**config.mk**
```make
export PLATFORM = sky130hd
export DESIGN_NAME = spi_regfile_peripheral
export DESIGN_NICKNAME = d
export VERILOG_FILES = /design/src/rtl/spi_regfile_peripheral.sv
export SDC_FILE = /design/constraint.sdc
export NUM_CORES = 1
export LEC_CHECK = 0
export CORE_ASPECT_RATIO = 0.5
export CORE_UTILIZATION = 30
export DETAILED_ROUTE_END_ITERATION = 12
export PLACE_DENSITY = 0.64
export SETUP_SLACK_MARGIN = 0.4
export SYNTH_ARGS = -nofsm -noshare
export SYNTH_HDL_FRONTEND = slang
export SYNTH_SLANG_ARGS = --single-unit
```
**constraint.sdc**
```tcl
create_clock -name clk -period 2.12 [get_ports clk]
set_input_delay 0.212 -clock clk [delete_from_list [all_inputs] [get_ports clk]]
set_output_delay 0.212 -clock clk [all_outputs]
set_load 0.005 [all_outputs]
```
**src/rtl/spi_regfile_peripheral.sv**
```systemverilog
// SPI mode-0 peripheral that fills a small register file. sclk, cs_n and copi are oversampled in the clk domain.
// Define SPI_READBACK_EN to return register contents on cipo during read frames.
module spi_regfile_peripheral #(
  parameter int NUM_REGS    = 5,
  parameter int DATA_W      = 8,
  parameter int ADDR_W      = 7,
  parameter int SYNC_STAGES = 2
) (
  input  logic                       clk,
  input  logic                       rst,
  input  logic                       sclk,
  input  logic                       cs_n,
  input  logic                       copi,
  output logic                       cipo,
  output logic [NUM_REGS*DATA_W-1:0] regs_flat,
  output logic [NUM_REGS-1:0]        wr_strobe,
  output logic                       frame_err
);
  localparam int FRAME_W = 1 + ADDR_W + DATA_W;
  localparam int CNT_W   = $clog2(FRAME_W + 1);
  localparam int IDX_W   = (NUM_REGS > 1) ? $clog2(NUM_REGS) : 1;
  localparam logic [CNT_W-1:0] CNT_FULL = CNT_W'(FRAME_W);
  localparam logic [CNT_W-1:0] CNT_ADDR = CNT_W'(ADDR_W);

  typedef enum logic [1:0] {IDLE, SHIFT, COMMIT} state_t;

  state_t                 state;
  logic [SYNC_STAGES-1:0] sclk_sync, cs_sync, copi_sync;
  logic [CNT_W-1:0]       count, count_nxt;
  logic [FRAME_W-1:0]     shift_reg, shift_nxt;
  logic [DATA_W-1:0]      regs [NUM_REGS];
  logic                   sclk_rise, sclk_fall, cs_hi, copi_s;
  logic                   frame_wr;
  logic [ADDR_W-1:0]      frame_addr;
  logic [DATA_W-1:0]      frame_data;
  logic [IDX_W-1:0]       frame_idx;

  function automatic logic addr_ok(input logic [ADDR_W-1:0] a);
    return int'(a) < NUM_REGS;
  endfunction

  // Index SYNC_STAGES-1 is the oldest stage; edges compare the two oldest stages.
  assign sclk_rise  = sclk_sync[SYNC_STAGES-2] & ~sclk_sync[SYNC_STAGES-1];
  assign sclk_fall  = ~sclk_sync[SYNC_STAGES-2] & sclk_sync[SYNC_STAGES-1];
  assign cs_hi      = cs_sync[SYNC_STAGES-1];
  assign copi_s     = copi_sync[SYNC_STAGES-1];

  assign frame_wr   = shift_reg[FRAME_W-1];
  assign frame_addr = shift_reg[DATA_W +: ADDR_W];
  assign frame_data = shift_reg[DATA_W-1:0];
  assign frame_idx  = frame_addr[IDX_W-1:0];

  always_comb begin
    count_nxt = count;
    shift_nxt = shift_reg;
    if (sclk_rise && count != CNT_FULL) begin
      count_nxt = count + 1'b1;
      shift_nxt = {shift_reg[FRAME_W-2:0], copi_s};
    end
  end

  always_ff @(posedge clk or posedge rst) begin
    if (rst) begin
      sclk_sync <= '0;
      cs_sync   <= '1;
      copi_sync <= '0;
      state     <= IDLE;
      count     <= '0;
      shift_reg <= '0;
      wr_strobe <= '0;
      frame_err <= 1'b0;
      for (int i = 0; i < NUM_REGS; i++) regs[i] <= '0;
    end else begin
      sclk_sync <= {sclk_sync[SYNC_STAGES-2:0], sclk};
      cs_sync   <= {cs_sync[SYNC_STAGES-2:0], cs_n};
      copi_sync <= {copi_sync[SYNC_STAGES-2:0], copi};
      wr_strobe <= '0;
      frame_err <= 1'b0;
      case (state)
        IDLE: begin
          if (!cs_hi) begin
            state     <= SHIFT;
            count     <= '0;
            shift_reg <= '0;
          end
        end
        SHIFT: begin
          // A bit arriving with the cs_n rise is counted before the frame length is judged.
          count     <= count_nxt;
          shift_reg <= shift_nxt;
          if (cs_hi) begin
            if (count_nxt == CNT_FULL) begin
              state <= COMMIT;
            end else begin
              frame_err <= 1'b1;
              state     <= IDLE;
            end
          end
        end
        COMMIT: begin
          if (frame_wr && addr_ok(frame_addr)) begin
            regs[frame_idx]      <= frame_data;
            wr_strobe[frame_idx] <= 1'b1;
          end
          state <= IDLE;
        end
        default: state <= IDLE;
      endcase
    end
  end

  always_comb begin
    for (int i = 0; i < NUM_REGS; i++) regs_flat[i*DATA_W +: DATA_W] = regs[i];
  end

`ifdef SPI_READBACK_EN
  logic [DATA_W-1:0] tx_reg;
  logic              tx_active, cipo_q;
  logic [ADDR_W-1:0] rd_addr;

  assign rd_addr = shift_nxt[ADDR_W-1:0];

  // Load on the rise that completes the address, then present one bit per sclk fall.
  always_ff @(posedge clk or posedge rst) begin
    if (rst) begin
      tx_reg    <= '0;
      tx_active <= 1'b0;
      cipo_q    <= 1'b0;
    end else if (state != SHIFT || cs_hi) begin
      tx_active <= 1'b0;
      cipo_q    <= 1'b0;
    end else if (sclk_rise && count == CNT_ADDR && !shift_nxt[ADDR_W]) begin
      tx_active <= 1'b1;
      tx_reg    <= addr_ok(rd_addr) ? regs[rd_addr[IDX_W-1:0]] : '0;
    end else if (sclk_fall && tx_active) begin
      if (count != CNT_FULL) begin
        cipo_q <= tx_reg[DATA_W-1];
        tx_reg <= {tx_reg[DATA_W-2:0], 1'b0};
      end else begin
        cipo_q <= 1'b0;
      end
    end
  end

  assign cipo = cipo_q & ~cs_hi;
`else
  assign cipo = 1'b0;
`endif

endmodule
```
==> summary.txt <==
Floorplanning
  • Die area: 10,500 um^2
  • Starting Density: 31.4%
  • CORE AREA: 9600 um^2
  • Chip Height: 72.9 um
  • Io pins: 52
  • FP Rows: 25
  • DIE WIDTH: 144 um

Power
  • Tot Pwr: 3.23 mW
  • Static leakage: 1.90 nW
  • Maximum vdd drop: 0.000363 V
  • Power per cell area: 770 nW/um^2

Synthesis
  • Post-synth top area cell: dfrtp_1
  • Synthesized cell area: 3020 um^2
  • Area contributors post-synth: dfrtp_1 (61%), mux2_2 (16%), nand2_1 (4.4%)
  • Post-synthesis register bit count: 75
  • Post-Synthesis Cells: 236
  • Synthesized Nets: 243
  • Syn Area/Cell: 12.8 um^2
  • Number of enable flip-flop cells after synthesis: 0
  • Ys async rst share: 100%
  • Ys Warns: 0
  • Synth cell types: 35
  • Proportion of synthesized chip area in sequential cells: 62.3%
  • Yosys top cell area share: 60.6%
  • Synth Flop Type: dfrtp_1

Drt
  • Vias per Instance: 4.51
  • Antenna-violating nets left: 0
  • DR pass1 iterations: 4
  • Vias post-DR: 1,988
  • Total wire length: 6.46 mm
  • Routed WL per cell: 14.7 um
  • Remaining routing DRC violations: 0
  • DR iter-0 viols: 62

Clock tree
  • Skew-Pair Late Insertion Delay: 0.33 ns
  • Clk slew on worst S/H paths: 0.06 ns
  • Num CTS Buffers: 9
  • Clock Root Buffer: clkbuf_16
  • CTS tree: yes
  • CTS sink count: 75
  • # hold bufs at CTS: 0
  • Max clock buf depth: 2
  • Htree depth: 3

Hold path
  • WHS Path Cells: 1
  • HP Class: in2reg

Cells and area
  • Share of cells above drive strength 1: 29.7%
  • Most common cell after layout, fill and taps aside: dfrtp_1
  • Most frequent cells in the layout: dfrtp_1 (73), clkdlybuf4s50_1 (50), nand2_1 (35)
  • Final std cells w/o fill: 441
  • Flip-flop count of the largest register after layout: 40
  • Area growth, synth to finish: 39.3%
  • Inserted Diodes: 0
  • Post-layout util: 43.8%
  • Fin nets: 308

Worst setup path
  • Crit path kind: reg2reg
  • Critical Path AT: 2.07 ns
  • Worst r2r src: state[0]$_DFFE_PP0P_
  • Critical R2R Capture: regs_flat[9]$_DFFE_PP0P_
  • Path depth of the worst reg2reg path: 5
  • Setup crit end: regs_flat[9]$_DFFE_PP0P_
  • CP startpoint kind: flip-flop
  • CP required: 2.34 ns
  • CP startpoint: state[0]$_DFFE_PP0P_
  • CP max FO: 6
  • Worst reg2reg setup slack: 0.26 ns
  • Critical Path End Type: flip-flop

Place
  • HPWL after DPL: 4.22 mm
  • Pre-CTS setup slack: 0.110 ns
  • Inst Count DP: 417
  • IO Port Bufs: 50
  • GPL Wtd Cong: 0.774

GRT
  • First-pass GRT wire length: 10.7 mm
  • Global route total overflow: 0
  • Total GRT Usage: 13.6%
  • Vias in the first global route: 2,108
  • Initial antenna violation count: 0
  • Pin count of the biggest net entering global routing: 76

STA
  • Final Hold Viols: 0
  • Skew final: 0.00882 ns
  • Post-layout min period: 1.86 ns
  • Final Cycle Share: 87.5%
  • Final Max Tran Viols: 0
  • Setup TNS: 0 ns
  • Final setup margin: 0.264 ns
  • RSZ-0062 raised after global routing: true
  • Max Freq: 539 MHz
  • Final count of negative-setup-slack endpoints: 0

Flow run
  • Max-Cap Viols: 0

Status
  • Status: finished, final reports clean
worst max-delay path: stages (launching register included):
cell	delay [ns]
dfrtp_1	0.38
or3_4	0.41
nor3_4	0.24
and3b_2	0.27
buf_6	0.13
mux2_2	0.33
per-stage QoR:
| step | instance area [um^2] | hold slack, ns |
|---|---|---|
| after CTS | 4130 | 0.288 |
| after detailed placement | 3690 | 0.343 |
| after floorplan | 3020 | 0.216 |
| after global placement | 3690 | 0.344 |
| final | 4200 | 0.297 |
| after global routing | 4200 | 0.298 |
final cells by class:
cell class | count | area [um^2]
clock inverters | 7 | 98.8
well taps | 135 | 169
inverters | 5 | 22.5
flip-flops and latches | 75 | 1880
fillers | 853 | 5400
repair buffers | 64 | 633
clock buffers | 9 | 225
multi-input cells | 146 | 1170
how the worst min path moves through the flow:
stage | startpoint | to | slack [ns]
finish | cs_n | cs_sync[0]$_DFF_PP1_ | 0.30
global placement | copi_sync[0]$_DFF_PP0_ | copi_sync[1]$_DFF_PP0_ | 0.34
floorplan | cs_n | cs_sync[0]$_DFF_PP1_ | 0.22
detailed placement | copi_sync[0]$_DFF_PP0_ | copi_sync[1]$_DFF_PP0_ | 0.34
global route | cs_n | cs_sync[0]$_DFF_PP1_ | 0.30
CTS | cs_n | cs_sync[0]$_DFF_PP1_ | 0.29
power breakdown:
part           switching (mW)  total, mW  leakage [nW]  internal, mW
Combinational          0.0773      0.134         0.716        0.0569
Sequential             0.0156       1.47          1.03          1.45
Clock                   0.597       1.63         0.156          1.04
Total                   0.690       3.23          1.90          2.54
repair_timing:
item,in CTS,in global routing
pin swaps,1,2
setup buffers,5,2
gates resized for setup,19,14
setup endpoints to repair,51,41
cloned,1,0
kinds of logic (layout without fill, tap and decap cells):
group                      count (synthesis)  count (layout)  synth area share, %
buffers and inverters                     16              85                 2.57
xor gates and xnor gates                   1               1                0.291
adders and majority gates                  2               2                0.830
muxes                                     44              44                 16.3
AOI/OAI and AO/OA                         26              26                 4.73
DFF                                       75              75                 62.3
and+or+nand+nor                           71              72                 12.8
other                                      1               1                0.124
Yosys cell counts, types with 2 or more instances:
master    number
buf_4          4
inv_1          5
clkbuf_1       5
a22o_1         2
dfstp_2        2
mux2i_1        2
ha_1           2
buf_2          2
nor2b_1        5
mux2_2        42
nand2b_1       4
nor2_1         6
and3b_1        5
and3_1         2
nand2_1       35
dfrtp_1       73
o21ai_0       21
nand3_1        2
per-layer routing:
metal / part of all wire (%) / vias to the layer above / track usage [%]
met5: 0 / - / 0
met4: 1.7 / 0 / 6.03
met3: 3.4 / 10 / 3.67
met2: 50 / 31 / 23.2
met1: 44 / 1014 / 16.4
li1: - / 933 / -
(Power assumes the default switching activity.)
